## config.mk

```make
export PLATFORM = sky130hd
export DESIGN_NAME = clk_gate_cell
export DESIGN_NICKNAME = d
export VERILOG_FILES = /design/src/rtl/clk_gate_cell.sv
export SDC_FILE = /design/constraint.sdc
export NUM_CORES = 1
export LEC_CHECK = 0
export CAP_MARGIN = 0
export CORE_MARGIN = 4
export CORE_UTILIZATION = 50
export DETAILED_ROUTE_END_ITERATION = 16
export PLACE_DENSITY = 0.89
export REMOVE_ABC_BUFFERS = 1
export SETUP_SLACK_MARGIN = 0.5
export SLEW_MARGIN = 20
export SYNTH_ARGS = -nofsm -noshare
export SYNTH_HDL_FRONTEND = slang
export SYNTH_SLANG_ARGS = --single-unit
export TNS_END_PERCENT = 10
```

## constraint.sdc

```tcl
create_clock -name clk -period 3.7 [get_ports clk]
set_clock_uncertainty 0.1 [all_clocks]
set_input_delay 0.74 -clock clk [delete_from_list [all_inputs] [get_ports clk]]
set_output_delay 0.74 -clock clk [all_outputs]
set_load 0.02 [all_outputs]
```

## src/rtl/clk_gate_cell.sv

```systemverilog
`timescale 1ns/1ps
// clk_gate_cell
//   Glitch-free clock gate with test bypass, optional enable synchroniser and
//   an active-cycle counter for power accounting.
//
//   The enable is captured by a latch that is transparent only while clk is
//   low. It is then ANDed with clk, so every clk_o high pulse is a full-width
//   copy of clk's high phase.
//
// Ports
//   clk        in   reference clock
//   rst_n      in   asynchronous active-low reset
//   ce         in   clock enable request
//   test_en    in   scan/test bypass, forces the gate open (also during reset)
//   cnt_clr    in   synchronous clear of active_cnt (wins over increment)
//   clk_o      out  gated clock
//   ce_q       out  latched enable currently gating clk_o
//   active_cnt out  number of clk cycles on which clk_o pulsed (wraps)
module clk_gate_cell #(
  parameter int SYNC_STAGES = 0,
  parameter int CNT_WIDTH   = 32
) (
  input  logic                 clk,
  input  logic                 rst_n,
  input  logic                 ce,
  input  logic                 test_en,
  input  logic                 cnt_clr,
  output logic                 clk_o,
  output logic                 ce_q,
  output logic [CNT_WIDTH-1:0] active_cnt
);

  if (SYNC_STAGES < 0 || SYNC_STAGES > 3) begin : g_bad_sync
    $fatal(1, "clk_gate_cell: SYNC_STAGES must be 0..3");
  end
  if (CNT_WIDTH < 1 || CNT_WIDTH > 64) begin : g_bad_cnt
    $fatal(1, "clk_gate_cell: CNT_WIDTH must be 1..64");
  end

  logic ce_s;
  logic en_d;
  logic en_lat;

  // Optional enable delay line. With no stages, ce is assumed to already be
  // in the clk domain and feeds the latch directly.
  if (SYNC_STAGES == 0) begin : g_nosync
    assign ce_s = ce;
  end else begin : g_sync
    logic [SYNC_STAGES-1:0] sync_q;
    always_ff @(posedge clk or negedge rst_n) begin
      if (!rst_n) sync_q <= '0;
      else begin
        sync_q[0] <= ce;
        for (int i = 1; i < SYNC_STAGES; i++) sync_q[i] <= sync_q[i-1];
      end
    end
    assign ce_s = sync_q[SYNC_STAGES-1];
  end

  // During reset only test_en may open the gate, so scan clocks still reach
  // the downstream flops.
  assign en_d = rst_n ? (test_en | ce_s) : test_en;

  // Gating latch. The reset clear acts immediately, even in the high phase.
  // A high phase that is running when reset asserts may therefore be cut
  // short. Reset release leaves en_lat at 0 until the next low phase, so
  // releasing reset cannot produce a glitch.
  always_latch begin
    if (!rst_n && !test_en) en_lat <= 1'b0;
    else if (!clk)          en_lat <= en_d;
  end

  assign clk_o = clk & en_lat;
  assign ce_q  = en_lat;

  // At the rising edge en_lat holds the value that gates this cycle. The
  // counter runs off the ungated clk.
  always_ff @(posedge clk or negedge rst_n) begin
    if (!rst_n)       active_cnt <= '0;
    else if (cnt_clr) active_cnt <= '0;
    else if (en_lat)  active_cnt <= active_cnt + CNT_WIDTH'(1);
  end

endmodule

```

==> results.md, run 1 <==
* Status: finished, violations left
* Failing checks: setup timing
* Worst hold stages at 4
* Worst-path clk slew at 0.11 ns
* Fin nets at 246
* Worst EP required at 3.94 ns
* Antenna viol nets, final at 0
* HP Class: primary input to clock gate
* Commonest cells in the netlist: dfrtp_1 (32), a21oi_1 (17), nor2_1 (15)
* Post-synthesis mux area share at 1.20%
* Worst path arrival time at 4.04 ns
* Via-to-Cell Ratio at 6.25
* Non-Filler Instances at 288
* R2R cell count at 6
* Reg-to-reg startpoint: ce_q
* GRT Total Usage at 26.6%
* Initial antenna violation count at 0
* Post-synth EDFFs at 0
* Global-route wire length before repair at 8640 µm
* Hold path start: rst_n
* Largest net degree at the start of global routing at 34
* Final setup fails at 9
* Post-layout worst setup margin at -0.101 ns
* Area growth from synthesis to layout at 45.4%
* Worst-Margin Slew at 0.443 ns
* Critical Path Start: ce_q
* Placement Rows at 21
* Post-place setup slack at -0.125 ns
* Post-DP HPWL at 3090 µm
* Max VDD drop at 0.233 mV
* I/O pin count at 39
* Slew Viols, Final at 0
* Setup CP Type: latch to flip-flop
* Die ar. at 4550 µm²
* RSZ-0062 raised after global routing: yes
* RR Endpoint: active_cnt[26]
* Synth warnings at 0
* Syn avg cell area at 9.70 µm²
* Fraction of registers with async set/reset at 97.0%
* Ant diodes at 0
* DRT Pass-1 Iters at 4
* Core footprint at 3360 µm²
* Setup slack, reg-to-reg at -0.10 ns
* Most common cell in the synthesized netlist: dfrtp_1
* Final RePlAce weighted congestion at 0.784
* Wire per inst at 18.7 µm
* Vias at 1799
* Largest family of logic cells by synthesized area: simple AND/OR/NAND/NOR gates
* Leakage at 0.00103 µW
* Share of layout cells above drive strength 1 at 19.0%
* Initial Utilization at 52.5%
* Vias in the first global route at 1763
* WL final at 5380 µm
* Synth Area in Simple Gates at 27.4%
* Port-buffer cells at 38
* Chip width at 67.4 µm
* GRT overflow at 0
* Final number of hold-violating endpoints at 0
* DRC violations left at 0
* Power Density at 304 nW/µm²
* Area contributors post-synth: dfrtp_1 (45%), o31ai_1 (5.1%), or4_1 (5.1%)
* Largest area contributor in the netlist: dfrtp_1
* Maxcap violations at 0
* Post-synthesis cell type count at 35
* Die height at 67.4 µm
* Filler cells at 230
* Post-Syn Instances at 182
* Share of the synthesized area in the top cell type at 45.4%
* Post-Synth XOR/XNOR Area at 5.95%
* CP Max Fanout at 5
* Post-Synth Adder-Cell Area at 0.709%
* Yosys reg bits at 33
* CP endpoint kind: flip-flop
* Clk_lat worst skew at 0.45 ns
* CP startpoint kind: latch
* 1st-iter DRT viols at 312
* Post-synthesis compound-gate area fraction at 15.2%
* Slew HR at 70.4%
* Post-synth design cell area at 1770 µm²
* CTS tree: done
* DP Cell Count at 267
* Primary FF master, synth: dfrtp_1
placed cells by master, fill, tap and decap left out, types with 5 or more instances in the layout:
master | netlist | routed
o31ai_1 | 12 | 11
dlygate4sd3_1 | 0 | 5
or3_1 | 6 | 5
or4_1 | 12 | 11
buf_4 | 2 | 7
clkdlybuf4s50_1 | 0 | 36
o21ai_0 | 6 | 6
a21oi_1 | 17 | 15
nor2_1 | 15 | 15
nand3_1 | 10 | 9
xor2_1 | 5 | 5
buf_6 | 0 | 7
nand4_1 | 9 | 9
and4_1 | 5 | 5
nand2_1 | 10 | 9
xnor2_1 | 7 | 6
dfrtp_1 | 32 | 32
clkbuf_4 | 0 | 10
cell families after synthesis:
family | Yosys count
AND/OR/NAND/NOR | 81
flip-flops | 32
latches | 1
AO/OA/AOI/OAI | 40
buffers and inverters | 13
XOR/XNOR | 12
multiplexers | 2
adder cells (fa/ha/maj) | 1
registers in the layout (all words and copies together) (netlist names):
name	count
active_cnt	32
ce_q	1
area by class of cell:
cell class / instances / area (µm²) / share of cell area [%]
multi-input combinational: 136 / 1020 / 39.9
sequential: 33 / 816 / 31.8
timing repair buffer: 55 / 546 / 21.3
clock buffer: 15 / 111 / 4.34
tap: 46 / 57.6 / 2.24
inverter: 3 / 11.3 / 0.439
how the worst max path moves through the flow:
| stage | to | slack, ns | cells past startpoint |
|---|---|---|---|
| after floorplan | active_cnt[27] | -0.36 | 4 |
| after global placement | active_cnt[26] | -0.08 | 5 |
| after detailed placement | active_cnt[26] | -0.12 | 5 |
| after CTS | active_cnt[26] | -0.08 | 6 |
| after global routing | active_cnt[26] | -0.16 | 6 |
| final | active_cnt[26] | -0.10 | 6 |
critical path, cell delays in order (launching register included):
cell       delay, ns
dlxtp_1         0.39
buf_6           0.12
buf_6           0.09
o2111ai_4       0.11
or3_4           0.44
nor4_4          0.28
mux2_4          0.32
power by group:
part	switching (µW)	internal, µW
Sequential	6.40	359
Clock	174	183
Combinational	32.2	26.6
Total	212	569
what timing repair did:
item | 4_1_cts | 5_1_grt
setup endpoints to repair | 28 | 28
hold buffers | 5 | 0
setup buffers | 1 | 1
resized for setup | 33 | 9
pin swaps | 32 | 14
endpoints found under the hold margin | 2 | 0
metal layers:
layer | vias up | global-route usage, % | wire, µm
met1 | 879 | 31.0 | 2170
met2 | 96 | 42.2 | 2720
met4 | 0 | 18.0 | 126
li1 | 807 | - | -
met3 | 17 | 7.82 | 366
met5 | - | 0 | 0
stage by stage:
stage / TNS (ns) / hold WS, ns / area [µm²] / utilization (%) / power, µW
after CTS: -0.209 / 0.386 / 2520 / 75.0 / 779
after floorplan: -2.99 / -1.21 / 1720 / - / 404
after global routing: -1.26 / 0.448 / 2570 / 76.3 / 813
after detailed placement: -0.309 / -0.793 / 2240 / 66.6 / 453
final: -0.432 / 0.403 / 2570 / 76.3 / 781
after global placement: -0.189 / -0.796 / 2240 / 66.6 / 452
Power figures use the tool's default switching activity.
==> inputs of run 2 (changes only) <==
--- a/config.mk
+++ b/config.mk
@@ -10,8 +10,10 @@
 export CORE_UTILIZATION = 50
 export DETAILED_ROUTE_END_ITERATION = 16
 export PLACE_DENSITY = 0.89
+export RECOVER_POWER = 100
 export REMOVE_ABC_BUFFERS = 1
 export SETUP_SLACK_MARGIN = 0.5
+export SKIP_LAST_GASP = 1
 export SLEW_MARGIN = 20
 export SYNTH_ARGS = -nofsm -noshare
 export SYNTH_HDL_FRONTEND = slang
==> run 2 against run 1 <==
Compared with the run above:
- the run still ends with setup timing left
- final cell count stayed put
- worst setup slack improved by 0.0022 ns
- die area unchanged
- global-route usage decreased by 3.2 points
- non-clock buffer count unchanged
- power is 1.2% lower
- clock-buffer cell count is the same
- register-to-register slack is essentially flat
- via count fell by 2.3%
- sequential power barely moved
- clock power down 2%
- sequential share of layout area is 1.5 points higher
- largest cell class unchanged
==> results.md, run 2 (synthesis gave the netlist of run 1 again) <==
* Status: finished, violations left
* Failing checks: setup timing
* Worst-Margin Slew at 0.421 ns (-0.0217 ns)
* GRT Total Usage at 23.4% (-3.2 points)
* Worst hold stages at 2 (-2)
* Met1 Routed Length at 2060 µm (-5.0%)
* Final RePlAce weighted congestion at 0.784 (unchanged)
* Power Density at 315 nW/µm² (+3.5%)
* Worst EP required at 3.93 ns (about the same)
* Ant diodes at 0 (unchanged)
* Die ar. at 4550 µm² (unchanged)
* Top reg by flops: active_cnt
* Slew Viols, Final at 0 (unchanged)
* Vias at 1758 (-2.3%)
* Leakage at 0.00105 µW (+2.7%)
* Hold path start: active_cnt[31]
* CTS tree: done
* Final number of hold-violating endpoints at 0 (unchanged)
* Reg-to-reg startpoint: ce_q
* Final TNS setup at -0.456 ns (-0.0242 ns)
* R2R cell count at 6 (unchanged)
* Area growth from synthesis to layout at 38.7%
* Die height at 67.4 µm (unchanged)
* Met2 routed WL at 2370 µm (-13%)
* CP endpoint kind: flip-flop
* GRT overflow at 0 (unchanged)
* WHS Endpoint: active_cnt[31]
* Global-route wire length before repair at 7730 µm (-10%)
* Placement Rows at 21 (unchanged)
* Most frequent cells in the layout: dlygate4sd3_1 (38), dfrtp_1 (32), a21oi_1 (16), nor2_1 (15), buf_4 (12)
* Initial Utilization at 52.5% (unchanged)
* Worst path arrival time at 4.03 ns (about the same)
* 1st-iter DRT viols at 167 (-46%)
* Metal3 WL at 330 µm (-9.8%)
* Via-to-Cell Ratio at 6.10 (-2.3%)
* Top sig layer: met4
* I/O pin count at 39 (unchanged)
* WL final at 4860 µm (-9.6%)
* Setup slack, reg-to-reg at -0.1 ns (about the same)
* CP Max Fanout at 5 (unchanged)
* Clk_lat worst skew at 0.45 ns (about the same)
* Vias in the first global route at 1673 (-5.1%)
* Post-layout worst setup margin at -0.0990 ns (+0.00219 ns)
* Port-buffer cells at 38 (unchanged)
* Post-DP HPWL at 3090 µm (unchanged)
* Slew HR at 71.9% (+1.5 points)
* DRC violations left at 0 (unchanged)
* Wire per inst at 16.9 µm (-9.6%)
* Filler cells at 261 (+13%)
* Largest net degree at the start of global routing at 34 (unchanged)
* Initial antenna violation count at 0 (unchanged)
* Setup CP Type: latch to flip-flop
* DRT Pass-1 Iters at 6 (+2)
* Share of layout cells above drive strength 1 at 15.3% (-3.7 points)
* Maxcap violations at 0 (unchanged)
* CP startpoint kind: latch
* Worst-path clk slew at 0.11 ns (about the same)
* RR Endpoint: active_cnt[26]
* HP Class: flip-flop to flip-flop
* Fin Hold WS at 0.477 ns (+0.0743 ns)
* Core footprint at 3360 µm² (unchanged)
* Max VDD drop at 0.221 mV (-5.1%)
* Final setup fails at 10 (+1)
* Commonest non-fill, non-tap cell in the layout: dlygate4sd3_1
* Chip width at 67.4 µm (unchanged)
* Antenna viol nets, final at 0 (unchanged)
* RSZ-0062 raised after global routing: yes
* Fin nets at 246 (unchanged)
* Largest register FFs at 32 (unchanged)
-- run 2: layer usage --
layer / vias up / GRT usage (%)
met2: 96 / 36.8
met1: 832 / 27.6
met5: - / 0
met3: 15 / 9.32
li1: 815 / -
met4: 0 / 11.9
-- run 2: where the power goes --
part           total [µW]  switching (µW)  internal (µW)
registers             365            6.21            359
clock network         351             168            183
logic                54.8            30.7           24.1
total                 771             205            566
-- run 2: stage by stage --
stage	cells	total power, µW	utilization, %	area, µm²	setup WS, ns
after floorplan	172	404	-	1720	-0.362
after global placement	267	452	66.6	2240	-0.0763
after detailed placement	267	453	66.6	2240	-0.125
after CTS	287	777	72.1	2420	-0.0790
after global routing	288	803	72.8	2450	-0.162
final	288	771	72.8	2450	-0.0990
-- run 2: layout make-up --
class / instances / area [µm²] / share of cell area (%)
multi-input cells: 136 / 930 / 38.0
flip-flops and latches: 33 / 816 / 33.3
repair buffers: 55 / 523 / 21.4
clock buffers: 15 / 111 / 4.55
well taps: 46 / 57.6 / 2.35
inverters: 3 / 11.3 / 0.460
-- run 2: what timing repair did --
action,in CTS,in global routing
hold endpoints to repair,2,0
setup endpoints to repair,28,29
buffers inserted,1,1
resized for setup,17,4
gates cloned,0,0
hold buffers,5,0
pin swaps,3,2
-- run 2: worst max path at each step --
stage	from	end	slack (ns)
after floorplan	ce_q	active_cnt[27]	-0.36
after global placement	ce_q	active_cnt[26]	-0.08
after detailed placement	ce_q	active_cnt[26]	-0.12
after CTS	ce_q	active_cnt[26]	-0.08
after global routing	ce_q	active_cnt[26]	-0.16
final	ce_q	active_cnt[26]	-0.1
-- run 2: worst max-delay path, stage by stage, from the launching register on --
cell       delay, ns
dlxtp_1         0.38
buf_6           0.12
buf_6           0.09
o2111ai_4       0.11
or3_4           0.44
nor4_4          0.28
mux2_4          0.32
